**config.mk**
```make
export PLATFORM = sky130hd
export DESIGN_NAME = ex_stage
export DESIGN_NICKNAME = d
export VERILOG_FILES = /design/src/rtl/ex_stage_pkg.sv /design/src/rtl/ex_div.sv /design/src/rtl/ex_stage.sv
export SDC_FILE = /design/constraint.sdc
export NUM_CORES = 1
export LEC_CHECK = 0
export ABC_AREA = 1
export BUFFER_PORTS_ARGS = -buffer_cell sky130_fd_sc_hd__buf_2
export CAP_MARGIN = 10
export CORE_MARGIN = 5
export CORE_UTILIZATION = 35
export DETAILED_ROUTE_END_ITERATION = 6
export GPL_ROUTABILITY_DRIVEN = 0
export SKIP_LAST_GASP = 1
export SYNTH_ARGS = -nofsm -noshare
export SYNTH_HDL_FRONTEND = slang
export SYNTH_HIERARCHICAL = 1
export SYNTH_SLANG_ARGS = --single-unit
```
**constraint.sdc**
```tcl
create_clock -name clk -period 2.9 [get_ports clk]
set_clock_uncertainty 0.1 [all_clocks]
set_input_delay 0.435 -clock clk [delete_from_list [all_inputs] [get_ports clk]]
set_output_delay 0.435 -clock clk [all_outputs]
set_load 0.01 [all_outputs]
```
**src/rtl/ex_stage_pkg.sv**
```systemverilog
`default_nettype none
// ============================================================================
//  Module   : ex_stage_pkg
//  Purpose  : Shared definitions for the execute stage. Contains the bus
//             widths, the aluop codes for the supported operations, the
//             alusel result classes and the divider state encoding.
//  Ports    : none (package)
//  Revision : 1.0 - initial release
// ============================================================================
package ex_stage_pkg;

  // Bus widths (RegBus, RegAddrBus, AluOpBus, AluSelBus)
  localparam int DATA_W = 32;
  localparam int ADDR_W = 5;
  localparam int OP_W   = 8;
  localparam int SEL_W  = 3;

  localparam logic [DATA_W-1:0] ZeroWord = '0;

  // aluop codes
  localparam logic [OP_W-1:0] EXE_NOP_OP  = 8'b0000_0000;
  localparam logic [OP_W-1:0] EXE_AND_OP  = 8'b0010_0100;
  localparam logic [OP_W-1:0] EXE_OR_OP   = 8'b0010_0101;
  localparam logic [OP_W-1:0] EXE_XOR_OP  = 8'b0010_0110;
  localparam logic [OP_W-1:0] EXE_NOR_OP  = 8'b0010_0111;
  localparam logic [OP_W-1:0] EXE_SLL_OP  = 8'b0111_1100;
  localparam logic [OP_W-1:0] EXE_SRL_OP  = 8'b0000_0010;
  localparam logic [OP_W-1:0] EXE_SRA_OP  = 8'b0000_0011;
  localparam logic [OP_W-1:0] EXE_ADD_OP  = 8'b0010_0000;
  localparam logic [OP_W-1:0] EXE_ADDU_OP = 8'b0010_0001;
  localparam logic [OP_W-1:0] EXE_SUB_OP  = 8'b0010_0010;
  localparam logic [OP_W-1:0] EXE_SUBU_OP = 8'b0010_0011;
  localparam logic [OP_W-1:0] EXE_SLT_OP  = 8'b0010_1010;
  localparam logic [OP_W-1:0] EXE_SLTU_OP = 8'b0010_1011;
  localparam logic [OP_W-1:0] EXE_DIV_OP  = 8'b0001_1010;
  localparam logic [OP_W-1:0] EXE_DIVU_OP = 8'b0001_1011;

  // alusel result classes
  localparam logic [SEL_W-1:0] EXE_RES_NOP   = 3'b000;
  localparam logic [SEL_W-1:0] EXE_RES_LOGIC = 3'b001;
  localparam logic [SEL_W-1:0] EXE_RES_SHIFT = 3'b010;
  localparam logic [SEL_W-1:0] EXE_RES_ARITH = 3'b100;

  // Divider FSM encoding
  typedef enum logic [1:0] {
    DIV_IDLE = 2'b00,
    DIV_BUSY = 2'b01,
    DIV_DONE = 2'b10
  } div_state_e;

endpackage
`default_nettype wire

```
**src/rtl/ex_div.sv**
```systemverilog
`default_nettype none
// ============================================================================
//  Module   : ex_div
//  Purpose  : Iterative radix-2 restoring divider, one quotient bit per cycle.
//             Signed mode divides magnitudes and fixes signs at the output.
//  Ports    : clk, rst         - clock, synchronous active-high reset
//             start            - divide requested (sampled in IDLE)
//             signed_div       - 1 = DIV, 0 = DIVU
//             opdata1/opdata2  - dividend / divisor
//             annul            - abort any divide, return to IDLE
//             hold             - keep DONE (and the result) while asserted
//             result           - {remainder, quotient}, zero outside DONE
//             ready            - high while in DONE
//  Revision : 1.0 - initial release
// ============================================================================
module ex_div
  import ex_stage_pkg::*;
#(
  parameter int DATA_W = 32
) (
  input  logic                clk,
  input  logic                rst,
  input  logic                start,
  input  logic                signed_div,
  input  logic [DATA_W-1:0]   opdata1,
  input  logic [DATA_W-1:0]   opdata2,
  input  logic                annul,
  input  logic                hold,
  output logic [2*DATA_W-1:0] result,
  output logic                ready
);

  localparam int         SR_W      = 2*DATA_W + 1;
  localparam logic [5:0] LAST_STEP = 6'(DATA_W - 1);

  div_state_e        state_q;
  logic [5:0]        cnt_q;
  logic [SR_W-1:0]   sr_q;
  logic [DATA_W-1:0] divisor_q;
  logic              neg_quot_q;
  logic              neg_rem_q;

  // Operand magnitudes for issue; the most negative value maps onto itself,
  // which is still the correct magnitude when read as unsigned.
  logic              w_a_neg, w_b_neg;
  logic [DATA_W-1:0] w_abs_a, w_abs_b;

  assign w_a_neg = signed_div & opdata1[DATA_W-1];
  assign w_b_neg = signed_div & opdata2[DATA_W-1];
  assign w_abs_a = w_a_neg ? -opdata1 : opdata1;
  assign w_abs_b = w_b_neg ? -opdata2 : opdata2;

  // Shift register layout: [SR_W-1:DATA_W+1] partial remainder,
  // [DATA_W:1] unconsumed dividend bits, quotient bits enter at [0].
  // The trial window [SR_W-1:DATA_W] is one bit wider than the divisor so
  // that divisors with the MSB set are handled correctly.
  logic              w_fits;
  logic [DATA_W-1:0] w_diff;
  logic [SR_W-1:0]   sr_d;

  assign w_fits = sr_q[SR_W-1:DATA_W] >= {1'b0, divisor_q};
  // When the divisor fits, the difference is below the divisor, so the
  // low DATA_W bits of the subtraction are the complete new remainder.
  assign w_diff = sr_q[SR_W-2:DATA_W] - divisor_q;
  assign sr_d   = w_fits ? {w_diff, sr_q[DATA_W-1:0], 1'b1}
                         : {sr_q[SR_W-2:0], 1'b0};

  always_ff @(posedge clk) begin
    if (rst) begin
      state_q    <= DIV_IDLE;
      cnt_q      <= '0;
      sr_q       <= '0;
      divisor_q  <= '0;
      neg_quot_q <= 1'b0;
      neg_rem_q  <= 1'b0;
    end else if (annul) begin
      state_q <= DIV_IDLE;
      cnt_q   <= '0;
    end else begin
      case (state_q)
        DIV_IDLE: begin
          if (start) begin
            if (opdata2 == '0) begin
              // Divide by zero: no iterations, result reads as zero.
              sr_q       <= '0;
              neg_quot_q <= 1'b0;
              neg_rem_q  <= 1'b0;
              state_q    <= DIV_DONE;
            end else begin
              sr_q       <= {{DATA_W{1'b0}}, w_abs_a, 1'b0};
              divisor_q  <= w_abs_b;
              neg_quot_q <= w_a_neg ^ w_b_neg;
              neg_rem_q  <= w_a_neg;
              cnt_q      <= '0;
              state_q    <= DIV_BUSY;
            end
          end
        end
        DIV_BUSY: begin
          sr_q  <= sr_d;
          cnt_q <= cnt_q + 6'd1;
          if (cnt_q == LAST_STEP) begin
            state_q <= DIV_DONE;
          end
        end
        DIV_DONE: begin
          if (!hold) begin
            state_q <= DIV_IDLE;
          end
        end
        default: state_q <= DIV_IDLE;
      endcase
    end
  end

  logic [DATA_W-1:0] w_quot, w_rem;

  assign w_quot = neg_quot_q ? -sr_q[DATA_W-1:0] : sr_q[DATA_W-1:0];
  assign w_rem  = neg_rem_q  ? -sr_q[SR_W-1:DATA_W+1] : sr_q[SR_W-1:DATA_W+1];

  assign ready  = (state_q == DIV_DONE);
  assign result = ready ? {w_rem, w_quot} : '0;

endmodule
`default_nettype wire

```
**src/rtl/ex_stage.sv**
```systemverilog
`default_nettype none
// ============================================================================
//  Module   : ex_stage
//  Purpose  : Pipeline execute stage. Combinational logic/shift/arith ALU
//             selected by alusel, plus the iterative divider for DIV/DIVU
//             and the stall/HI-LO write glue around it.
//  Ports    : clk, rst              - clock, synchronous active-high reset
//             ex_aluop, ex_alusel   - operation and result class from ID/EX
//             ex_reg1, ex_reg2      - operands (dividend, divisor)
//             ex_wd, ex_wreg        - destination and write enable
//             stall_hold            - keep a finished divide result
//             flush                 - abort an in-flight divide
//             wd_o, wreg_o, wdata_o - EX/MEM GPR write
//             hi_o, lo_o, whilo_o   - divide remainder/quotient and write
//             stallreq              - freeze request while dividing
//  Revision : 1.0 - initial release
// ============================================================================
module ex_stage
  import ex_stage_pkg::*;
#(
  parameter int DATA_W = 32,
  parameter int ADDR_W = 5,
  parameter int OP_W   = 8,
  parameter int SEL_W  = 3
) (
  input  logic              clk,
  input  logic              rst,
  input  logic [OP_W-1:0]   ex_aluop,
  input  logic [SEL_W-1:0]  ex_alusel,
  input  logic [DATA_W-1:0] ex_reg1,
  input  logic [DATA_W-1:0] ex_reg2,
  input  logic [ADDR_W-1:0] ex_wd,
  input  logic              ex_wreg,
  input  logic              stall_hold,
  input  logic              flush,
  output logic [ADDR_W-1:0] wd_o,
  output logic              wreg_o,
  output logic [DATA_W-1:0] wdata_o,
  output logic [DATA_W-1:0] hi_o,
  output logic [DATA_W-1:0] lo_o,
  output logic              whilo_o,
  output logic              stallreq
);

  localparam int SH_W = $clog2(DATA_W);

  logic [DATA_W-1:0] w_logic_res, w_shift_res, w_arith_res;
  logic [SH_W-1:0]   w_shamt;

  // Shift amount comes from operand 1, the shifted value from operand 2.
  assign w_shamt = ex_reg1[SH_W-1:0];

  always_comb begin
    w_logic_res = '0;
    w_shift_res = '0;
    w_arith_res = '0;
    case (ex_aluop)
      EXE_AND_OP:  w_logic_res = ex_reg1 & ex_reg2;
      EXE_OR_OP:   w_logic_res = ex_reg1 | ex_reg2;
      EXE_XOR_OP:  w_logic_res = ex_reg1 ^ ex_reg2;
      EXE_NOR_OP:  w_logic_res = ~(ex_reg1 | ex_reg2);
      EXE_SLL_OP:  w_shift_res = ex_reg2 << w_shamt;
      EXE_SRL_OP:  w_shift_res = ex_reg2 >> w_shamt;
      EXE_SRA_OP:  w_shift_res = $signed(ex_reg2) >>> w_shamt;
      EXE_ADD_OP,
      EXE_ADDU_OP: w_arith_res = ex_reg1 + ex_reg2;
      EXE_SUB_OP,
      EXE_SUBU_OP: w_arith_res = ex_reg1 - ex_reg2;
      EXE_SLT_OP:  w_arith_res = {{(DATA_W-1){1'b0}}, ($signed(ex_reg1) < $signed(ex_reg2))};
      EXE_SLTU_OP: w_arith_res = {{(DATA_W-1){1'b0}}, (ex_reg1 < ex_reg2)};
      default: ;
    endcase
  end

  always_comb begin
    case (ex_alusel)
      EXE_RES_LOGIC: wdata_o = w_logic_res;
      EXE_RES_SHIFT: wdata_o = w_shift_res;
      EXE_RES_ARITH: wdata_o = w_arith_res;
      default:       wdata_o = '0;
    endcase
  end

  assign wd_o   = ex_wd;
  assign wreg_o = ex_wreg;

  logic                w_div_op;
  logic                w_div_ready;
  logic [2*DATA_W-1:0] w_div_result;

  assign w_div_op = (ex_aluop == EXE_DIV_OP) || (ex_aluop == EXE_DIVU_OP);

  ex_div #(
    .DATA_W (DATA_W)
  ) u_div (
    .clk        (clk),
    .rst        (rst),
    .start      (w_div_op),
    .signed_div (ex_aluop == EXE_DIV_OP),
    .opdata1    (ex_reg1),
    .opdata2    (ex_reg2),
    .annul      (flush),
    .hold       (stall_hold),
    .result     (w_div_result),
    .ready      (w_div_ready)
  );

  // The divide op stays on ID/EX while the pipe is frozen, so the request
  // naturally covers the issue cycle and every BUSY cycle, and drops in DONE.
  assign stallreq = w_div_op & ~w_div_ready & ~flush & ~rst;
  assign whilo_o  = w_div_ready;
  assign hi_o     = w_div_result[2*DATA_W-1:DATA_W];
  assign lo_o     = w_div_result[DATA_W-1:0];

endmodule
`default_nettype wire

```
==> impl_metrics.ini <==
[floorplan]
dieHeight_um = 258
rows = 90
die_w_um = 258
core_area_sq_um = 60600
initial_core_util_pct = 35.5
ioPinCount = 189
die_area_sq_um = 66400

[synth]
yosysSeqAreaShare_pct = 9.97
yosysMostFrequentCell = nand2_1
synth_top_area_cell = nand2_1
syn-num-nets = 4393
synth_edf_count = 0
synth_top_flop_cell = dfxtp_1
async_reset_ff_share_pct = 0
synth-seq-cells = 107
yosys-top-cells-count = nand2_1, inv_1, nand3_1, nor2_1, a21oi_1
syn_inst = 4169
syn_area_sq_um = 21500
yosys_warnings = 6
ys_types = 58
synthTopCellsByArea = nand2_1, nand3_1, inv_1
synth_area_per_cell_sq_um = 5.15
synth_top_area_share_pct = 23.7

[sta]
hold_viol = 0
max_slew_margin_pct = 41.5
worst_pin_slew_ns = 0.876
post-route-period-util_pct = 102
max_freq_mhz = 338
setup_slack_ns = -0.0576
tns_ns = -0.0750
finalMaxSlewViolations = 0
setup_viol_count_final = 4
period_needed_ns = 2.96
rsz0062_at_grt = yes

[setup_path]
max_stage_delay_ns = 0.24
end_kind = primary output
cp_common_cell = nand2_2
crit_slowest_cell = o21ai_2
path_cells = buf_2, buf_4, ha_1, inv_1, nand2_2, nand2_2, nand2_2, nand2_2, nand3_4, a21oi_4, nor2_1, o21ai_2, nand2_1, nand2_2, buf_6
path_max_fanout = 7
crit_arrival_ns = 2.42
cp.required_ns = 2.37
worstSetupPathType = in -> out
crit_path_start_kind = input pin

[routing]
drtIter0Drc = 3702
vias = 30339
wl_mm = 106
drt-wirelength-per-cell_um = 19.2
viasPerCell = 5.48
drc = 0
ant_nets = 0
dr.pass1.iters = 6

[placement]
io_buffers = 176
dp.cells = 5473
post-dp-hpwl_mm = 85.4

[cts]
htree_levels = 3
root_buffer = clkbuf_16
cts.sinks = 107
clk_latency_ns = 0.37
cts_tree = yes
clk_pin_slew_ns = 0.07
ctsLongestPathBuffers = 2
numCtsBuffers = 9

[hold_path]
min_path_type = in -> reg

[job]
drv_cap = 0

[cells_and_area]
final_cells = 5537
fin_nets = 4969
drive_gt1_share_pct = 28.0
utilization_pct = 48.9
fillers = 6393
area_growth_syn_to_layout_pct = 37.9

[global_routing]
grt_overflow = 0
grt_pass1_vias = 27364
grt_pass1_wl_mm = 156
antenna_found_initial = 8
grt_max_degree = 68
grt_usage_pct = 29.5

[power]
leakage_nw = 15.4
ir_worst_vdd_mv = 0.266
power_density_nw_per_um2 = 204

[outcome]
status = finished with violations
violations = negative setup slack
[critical path, delay by kind of cell]
kind	cells	cell delay [ns]
compound gates	2	0.40
fa+ha+maj	1	0.23
buf+inv	4	0.58
simple gates	8	0.75
[power by group]
group | switching, mW | leakage, nW | internal, mW
clock network | 0.616 | 0.145 | 0.618
logic | 2.05 | 14.4 | 1.30
registers | 0.00652 | 0.866 | 1.47
total | 2.67 | 15.4 | 3.38
[final timing paths]
path | from | endpoint | slack, ns | cells past startpoint
max | ex_reg2[3] | wdata_o[18] | -0.06 | 15
min | flush | u_div/neg_quot_q | 0.38 | 4
max reg2reg | u_div/sr_q[32] | u_div/sr_q[63] | 0.23 | 16
min reg2reg | u_div/divisor_q[2] | u_div/divisor_q[2] | 0.39 | 2
[cells by family after synthesis]
kind of cell / count (synthesis) / synth area share [%]
AND/OR/NAND/NOR: 2415 / 48.1
buffers and inverters: 801 / 15.0
AO/OA/AOI/OAI: 653 / 16.5
adder cells (fa/ha/maj): 139 / 8.20
flip-flops: 107 / 9.97
XOR/XNOR: 54 / 2.20
[repair_timing]
action | in CTS | in global routing
cloned | 0 | 1
setup endpoints to repair | 45 | 53
buffers inserted | 21 | 24
pin swaps | 24 | 130
hold buffers | 0 | 0
gates resized for setup | 205 | 468
[stage by stage]
step                total power, mW  instance area (sq um)  hold slack, ns  setup slack, ns
global route                   6.36                  29600           0.402          -0.0855
finish                         6.06                  29600           0.376          -0.0576
global placement               4.25                  26600           0.356           -0.358
floorplan                      2.96                  21500           0.333          0.00214
detailed placement             4.25                  26600           0.376           -0.361
CTS                            5.66                  27800           0.358          -0.0281
[flip-flops by register name, summed over array words and instances (netlist names)]
signal            count
u_div/divisor_q      32
u_div/sr_q           65
u_div/neg_rem_q       1
u_div/state_q         2
u_div/neg_quot_q      1
u_div/cnt_q           6
[routing by layer]
metal,GRT usage [%],routed length [um],part of all wire [%],vias up
met5,0,42,0.040,-
met4,18.8,8310,7.8,4
met3,5.83,12000,11,431
met2,46.1,45100,43,1826
met1,37.1,40600,38,13607
li1,-,-,-,14471
[area by class of cell]
class | instances | area (sq um) | area share, %
multi-input cells | 3261 | 18100 | 61.2
repair buffers | 730 | 5640 | 19.0
inverters | 636 | 2420 | 8.18
flip-flops and latches | 107 | 2160 | 7.29
well taps | 782 | 978 | 3.30
clock buffers | 10 | 239 | 0.806
clock inverters | 6 | 47.5 | 0.160
diodes | 5 | 12.5 | 0.0422
[layout by cell type, fill, tap and decap left out, types with 40 or more instances in the layout]
cell / n
nand2_1: 1214
inv_1: 547
buf_4: 517
nand3_1: 459
nor2_1: 278
a21oi_1: 265
o21ai_0: 179
nand2_2: 144
buf_2: 138
dfxtp_1: 101
ha_1: 88
inv_2: 72
a21oi_2: 60
nor2_2: 53
nand3_2: 49
o21ai_1: 46
nand4_1: 45
nor2_4: 44
buf_6: 41
nor3_1: 40
Power figures use the tool's default switching activity.
